**src/rtl/uart_rx_fifo_ctrl.sv**
```systemverilog
// uart_rx_fifo_ctrl: sequencer and buffer between the async UART receiver and
// the APB register file. It stages each received byte with its parity flag,
// attaches the framing flag at the end of the stop bit, and commits the entry
// to a DEPTH-deep first-word-fall-through FIFO. It also pulses the receiver's
// flag-clear inputs and raises the overflow, level and timeout interrupts.
// Optional feature: define RX_TIMEOUT_EN to build the inactivity timeout counter.
module uart_rx_fifo_ctrl #(
  parameter int unsigned DEPTH         = 16,
  parameter int unsigned ADDR_W        = 4,
  parameter int unsigned AFULL_LVL     = 12,
  parameter int unsigned TIMEOUT_TICKS = 320
) (
  input  logic              clk,
  input  logic              reset,
  input  logic              baud_clock,
  input  logic              fifo_write_n,
  input  logic [7:0]        rx_byte,
  input  logic              parity_err,
  input  logic              framing_error,
  input  logic              stop_strobe,
  input  logic              read_rx_byte,
  input  logic              flush,
  output logic              clear_parity,
  output logic              clear_framing_error,
  output logic [7:0]        rx_data,
  output logic              rx_perr,
  output logic              rx_ferr,
  output logic              receive_full,
  output logic              fifo_full,
  output logic              almost_full,
  output logic [ADDR_W:0]   count,
  output logic              overflow,
  output logic              timeout_irq,
  output logic              irq
);

  localparam logic [ADDR_W:0] DEPTH_C = (ADDR_W+1)'(DEPTH);
  localparam logic [ADDR_W:0] AFULL_C = (ADDR_W+1)'(AFULL_LVL);

  typedef enum logic {IDLE, WAIT_STOP} state_t;

  state_t state, state_next;

  logic              strobe;
  logic              stage;
  logic              commit;
  logic              commit_ferr;
  logic              stop_seen;
  logic              wr_en;
  logic              pop;
  logic              full_next;

  logic [7:0]        pend_data;
  logic              pend_perr;
  logic              pend_keep;

  logic [9:0]        mem [DEPTH];
  logic [ADDR_W-1:0] wr_ptr;
  logic [ADDR_W-1:0] rd_ptr;
  logic [ADDR_W-1:0] rd_ptr_next;
  logic [ADDR_W:0]   count_next;

  assign strobe = ~fifo_write_n;

  // State register
  always_ff @(posedge clk or posedge reset) begin
    if (reset) state <= IDLE;
    else       state <= state_next;
  end

  // Next-state logic; a write strobe always (re)enters WAIT_STOP
  always_comb begin
    state_next = state;
    if (flush) begin
      state_next = IDLE;
    end else begin
      unique case (state)
        IDLE:      if (strobe) state_next = WAIT_STOP;
        WAIT_STOP: begin
          if (strobe)           state_next = WAIT_STOP;
          else if (stop_strobe) state_next = IDLE;
        end
        default:   state_next = IDLE;
      endcase
    end
  end

  // FSM outputs: commit of the pending character, its framing flag, staging
  always_comb begin
    commit      = 1'b0;
    commit_ferr = 1'b0;
    stop_seen   = 1'b0;
    if (state == WAIT_STOP) begin
      if (stop_strobe) begin
        commit      = 1'b1;
        commit_ferr = framing_error;
        stop_seen   = 1'b1;
      end else if (strobe) begin
        // a new character arrived before the stop bit finished: frame is broken
        commit      = 1'b1;
        commit_ferr = 1'b1;
      end
    end
    stage = strobe & ~flush;
  end

  assign wr_en = commit & pend_keep & ~flush;
  assign pop   = read_rx_byte & (count != '0) & ~flush;

  // Occupancy and head pointer after this cycle's commit/pop
  always_comb begin
    count_next = count;
    unique case ({wr_en, pop})
      2'b10:   count_next = count + 1'b1;
      2'b01:   count_next = count - 1'b1;
      default: count_next = count;
    endcase
    rd_ptr_next = rd_ptr;
    if (pop) rd_ptr_next = rd_ptr + 1'b1;
  end

  // Full is judged after a same-cycle forced commit, so a later commit never hits a full FIFO
  assign full_next = (count_next == DEPTH_C);

  // Pending character register
  always_ff @(posedge clk or posedge reset) begin
    if (reset) begin
      pend_data <= '0;
      pend_perr <= 1'b0;
      pend_keep <= 1'b0;
    end else if (flush) begin
      pend_keep <= 1'b0;
    end else if (stage) begin
      pend_data <= rx_byte;
      pend_perr <= parity_err;
      pend_keep <= ~full_next;
    end else if (commit) begin
      pend_keep <= 1'b0;
    end
  end

  // One-clk clear pulses back to the receiver
  always_ff @(posedge clk or posedge reset) begin
    if (reset) begin
      clear_parity        <= 1'b0;
      clear_framing_error <= 1'b0;
    end else begin
      clear_parity        <= stage;
      clear_framing_error <= stop_seen & ~flush;
    end
  end

  // FIFO storage
  always_ff @(posedge clk) begin
    if (wr_en) mem[wr_ptr] <= {pend_data, pend_perr, commit_ferr};
  end

  // Pointers and occupancy
  always_ff @(posedge clk or posedge reset) begin
    if (reset) begin
      wr_ptr <= '0;
      rd_ptr <= '0;
      count  <= '0;
    end else if (flush) begin
      wr_ptr <= '0;
      rd_ptr <= '0;
      count  <= '0;
    end else begin
      if (wr_en) wr_ptr <= wr_ptr + 1'b1;
      rd_ptr <= rd_ptr_next;
      count  <= count_next;
    end
  end

  // Registered head entry; bypasses the entry being written when it becomes the head
  always_ff @(posedge clk or posedge reset) begin
    if (reset) begin
      {rx_data, rx_perr, rx_ferr} <= '0;
    end else if (flush || count_next == '0) begin
      {rx_data, rx_perr, rx_ferr} <= '0;
    end else if (wr_en && wr_ptr == rd_ptr_next) begin
      {rx_data, rx_perr, rx_ferr} <= {pend_data, pend_perr, commit_ferr};
    end else begin
      {rx_data, rx_perr, rx_ferr} <= mem[rd_ptr_next];
    end
  end

  // Sticky overflow: flush beats a set, a set beats a read clear
  always_ff @(posedge clk or posedge reset) begin
    if (reset)                  overflow <= 1'b0;
    else if (flush)             overflow <= 1'b0;
    else if (stage & full_next) overflow <= 1'b1;
    else if (read_rx_byte)      overflow <= 1'b0;
  end

`ifdef RX_TIMEOUT_EN
  localparam int unsigned TO_W = $clog2(TIMEOUT_TICKS + 1);
  localparam logic [TO_W-1:0] TO_LIM = TO_W'(TIMEOUT_TICKS);

  logic [TO_W-1:0] idle_cnt;

  // Inactivity counter in baud ticks while data waits in the FIFO
  always_ff @(posedge clk or posedge reset) begin
    if (reset)
      idle_cnt <= '0;
    else if (flush || wr_en || pop || count == '0)
      idle_cnt <= '0;
    else if (baud_clock && idle_cnt != TO_LIM)
      idle_cnt <= idle_cnt + 1'b1;
  end

  // Sticky timeout flag, released by a pop or flush
  always_ff @(posedge clk or posedge reset) begin
    if (reset)                 timeout_irq <= 1'b0;
    else if (flush || pop)     timeout_irq <= 1'b0;
    else if (idle_cnt == TO_LIM) timeout_irq <= 1'b1;
  end
`else
  logic [32:0] timeout_unused;
  assign timeout_unused = {baud_clock, TIMEOUT_TICKS};
  assign timeout_irq    = 1'b0;
`endif

  assign receive_full = (count != '0);
  assign fifo_full    = (count == DEPTH_C);
  assign almost_full  = (count >= AFULL_C);
  assign irq          = almost_full | overflow | timeout_irq |
                        (receive_full & (rx_perr | rx_ferr));

endmodule

```
**config.mk**
```make
export PLATFORM = sky130hd
export DESIGN_NAME = uart_rx_fifo_ctrl
export DESIGN_NICKNAME = d
export VERILOG_FILES = /design/src/rtl/uart_rx_fifo_ctrl.sv
export SDC_FILE = /design/constraint.sdc
export NUM_CORES = 1
export LEC_CHECK = 0
export CORE_MARGIN = 2
export CORE_UTILIZATION = 60
export CTS_CLUSTER_SIZE = 10
export DETAILED_ROUTE_END_ITERATION = 10
export PLACE_DENSITY = 0.77
export RECOVER_POWER = 50
export SLEW_MARGIN = 10
export SYNTH_ARGS = -nofsm -noshare
export SYNTH_HDL_FRONTEND = slang
export SYNTH_SLANG_ARGS = --single-unit
```
**constraint.sdc**
```tcl
create_clock -name clk -period 11.6 [get_ports clk]
set_clock_uncertainty 0.15 [all_clocks]
set_input_delay 1.74 -clock clk [delete_from_list [all_inputs] [get_ports clk]]
set_output_delay 1.74 -clock clk [all_outputs]
set_load 0.05 [all_outputs]
```
==> flow_metrics.py <==
metrics = {
    "run_status": {
        "status": "finished, violations left",
        "violations": "max-capacitance violations, max-slew violations",
    },
    "yosys": {
        "synth.top_cell.area_share_pct": 52.7,
        "avgSynthCellArea_sq_um": 13.0,
        "synth_cell_types": 63,
        "yosys-top-cells-count": "edfxtp_1 (160), a21oi_1 (66), nor2_1 (50), nand2_1 (47), dfrtp_1 (37)",
        "synth_fp_nets": 726,
        "synth-seq-area-share_pct": 62.9,
        "syn-cell-area_sq_mm": 0.00911,
        "ys_warn_count": 0,
        "synthArstFlopShare_pct": 18.8,
        "yosys.cell_count.top_type": "edfxtp_1",
        "synth-edff-count": 160,
        "ys_ff_latch": 197,
        "synthCells": 701,
        "synth_top_flop_cell": "edfxtp_1",
        "synth_area_leaders": "edfxtp_1 (53%), dfrtp_1 (10%), a21oi_1 (3.6%)",
        "yosysTopAreaCell": "edfxtp_1",
    },
    "timing": {
        "relSlewSlack_pct": -50.7,
        "tns_ps": 0,
        "fmax_mhz": 151,
        "min_period_ps": 6620,
        "worst_slack_ps": 4980,
        "setup_viol": 0,
        "drv_slew": 38,
        "period_share_pct": 57.1,
        "rsz0062_at_grt": "false",
        "timing.hold.ws_ps": 392,
        "tightest_slew_ps": 2260,
        "finalHoldViolations": 0,
    },
    "clock_tree": {
        "root_buffer": "clkbuf_16",
        "clkTransAtPathRegs_ps": 70,
        "htree_num_levels": 4,
        "numCtsBuffers": 17,
        "post-cts-setup-buffers": 0,
        "clockBufferDepth": 2,
        "clk_latency_ps": 430,
        "clock-sinks": 197,
        "holdBufCountCts": 0,
        "cts_tree": "built",
        "post_cts_resized": 0,
    },
    "floorplan": {
        "coreArea_sq_mm": 0.0150,
        "dieArea_sq_mm": 0.0162,
        "core.rowCount": 45,
        "die_y_um": 127,
        "io_pins": 40,
        "start_util_pct": 60.6,
        "die_width_um": 127,
    },
    "pwr": {
        "power_density_mw_per_mm2": 145,
        "sw_frac_of_total_pct": 22.1,
        "cellLeakagePower_nw": 3.49,
        "power_w": 0.00148,
        "comb_power_share_pct": 3.9,
        "p_int_w": 0.00115,
        "p_seq_share_pct": 55.1,
        "switchingPower_w": 0.000328,
        "vdd_drop_max_uv": 145,
        "pwr-share-clk_pct": 40.9,
    },
    "grt": {
        "grtUsageMet1_pct": 39.3,
        "met2_usage_pct": 47.5,
        "grtUsageTotal_pct": 29.0,
        "grtUsageMet3_pct": 5.57,
        "grt_pass1_vias": 6348,
        "grt_pass1_wl_um": 35100,
        "grt-busiest-layer": "met2",
        "grt.overflow.total": 0,
        "grt_max_degree": 60,
        "antenna_found_initial": 0,
    },
    "critical_path": {
        "crit_required_ps": 11780,
        "rr_startpoint": "count[2]$_DFF_PP0_",
        "worst_r2r_endpoint": "rx_data[7]$_DFF_PP0_",
        "r2r_cells": 15,
        "start_kind": "input pin",
        "critical_path_class": "input pin to flip-flop",
        "rrSetupSlack_ps": 6580,
        "cp-end-kind": "flip-flop",
        "path_max_fanout": 31,
        "arrival_ps": 6800,
    },
    "finish": {
        "fillCellCount": 1009,
        "final_cells": 919,
        "layout-drive-gt1-share_pct": 12.0,
        "area_delta_synth_final_pct": 12.1,
        "diodes": 0,
        "nets": 743,
    },
    "routing": {
        "ant_nets": 0,
        "dr.pass1.iters": 5,
        "dr_total_vias": 6365,
        "vias_per_cell": 6.93,
        "drc": 0,
        "wl_per_cell_um": 24.6,
        "drt-total-wl_um": 22600,
        "initialDrtViolationCount": 908,
    },
    "placed_design": {
        "dp_hpwl_um": 13600,
        "dp_slack_ps": 5430,
        "gp_congestion": 0.886,
        "placed_cells": 887,
        "numPortBuffers": 37,
    },
    "hold_path": {
        "min_from": "overflow$_DFFE_PP0P_",
        "hold_path_class": "flip-flop to flip-flop",
        "min_delay_worst_endpoint": "overflow$_DFFE_PP0P_",
        "hold_path_depth": 2,
    },
    "job": {
        "cap_violations": 1,
    },
}
==> how the worst max path moves through the flow <==
stage                     slack [ps]                   end   startpoint  cells after the start
final                           4980  rx_data[7]$_DFF_PP0_        flush                     17
after global routing            4680  rx_data[7]$_DFF_PP0_        flush                     17
after CTS                       5830  rx_data[7]$_DFF_PP0_        flush                     17
after detailed placement        5430  rx_data[7]$_DFF_PP0_        flush                     17
after global placement          5580  rx_data[7]$_DFF_PP0_        flush                     17
after floorplan                 6670  rx_data[0]$_DFF_PP0_  stop_strobe                     17
==> state kept, by name (all words and copies together), names as in the netlist <==
register             cells
clear_framing_error      1
clear_parity             1
count                    5
mem                    160
overflow                 1
pend_data                8
pend_keep                1
pend_perr                1
rd_ptr                   4
rx_data                  8
rx_ferr                  1
rx_perr                  1
state                    1
wr_ptr                   4
==> cell usage in the layout, fill, tap and decap left out, drive strengths merged, types with 17 or more instances in the layout <==
| cell type | n |
|---|---|
| a22oi | 25 |
| mux2 | 27 |
| inv | 17 |
| nor2 | 50 |
| edfxtp | 160 |
| dfrtp | 37 |
| clkdlybuf4s50 | 34 |
| a221oi | 35 |
| a221o | 17 |
| clkbuf | 21 |
| a21oi | 66 |
| o21ai | 18 |
| mux2i | 25 |
| nand2 | 47 |
==> final cells by class <==
type / instances / area [sq um] / share of cell area (%)
Inverter: 12 / 45.0 / 0.441
Sequential cell: 197 / 5730 / 56.1
Timing Repair Buffer: 50 / 457 / 4.47
Clock buffer: 18 / 429 / 4.20
Tap cell: 188 / 235 / 2.30
Clock inverter: 14 / 174 / 1.70
Multi-Input combinational cell: 440 / 3140 / 30.8
==> per-layer routing <==
metal | vias up | routed length (um)
met5 | - | 0
met4 | 0 | 503
met3 | 41 | 1880
met2 | 380 | 11200
met1 | 3170 | 9060
li1 | 2774 | -
==> power groups by stage <==
stage | Combinational, W | Sequential [W] | Clock (W)
after CTS | 0.0000581 | 0.000816 | 0.000609
final | 0.0000580 | 0.000817 | 0.000607
after floorplan | 0.0000352 | 0.000822 | 0
after global routing | 0.0000625 | 0.000819 | 0.000635
after detailed placement | 0.0000577 | 0.000831 | 0
after global placement | 0.0000558 | 0.000829 | 0
==> worst max-delay path, stage by stage <==
cell and delay (ps):
dlygate4sd3_1 530, clkbuf_1 780, nor2b_1 280, o21ai_4 120
buf_4 390, inv_2 170, ha_1 330, xor2_1 200
ha_1 240, a21o_1 190, a22o_1 250, nand3_1 90
o2111ai_1 220, o2111a_1 250, nor2_1 550, o21ai_0 210
a21oi_1 240
==> stage by stage <==
step	instance area, sq um	utilization [%]
5_1_grt	10200	68.0
4_1_cts	10200	68.0
2_1_floorplan	9110	-
3_5_place_dp	9620	64.0
6_report	10200	68.0
3_3_place_gp	9620	64.0
==> cells by family (layout without fill, tap and decap cells) <==
kind of cell / count (synthesis) / after routing / share of synthesized area [%]
flops: 197 / 197 / 62.9
fa+ha+maj: 8 / 8 / 1.10
simple gates: 142 / 142 / 6.96
mux: 53 / 53 / 6.37
buf+inv: 64 / 94 / 3.09
compound gates: 216 / 216 / 17.5
other cells: 1 / 1 / 0.0412
xor+xnor: 20 / 20 / 2.01
Power figures use the tool's default switching activity.
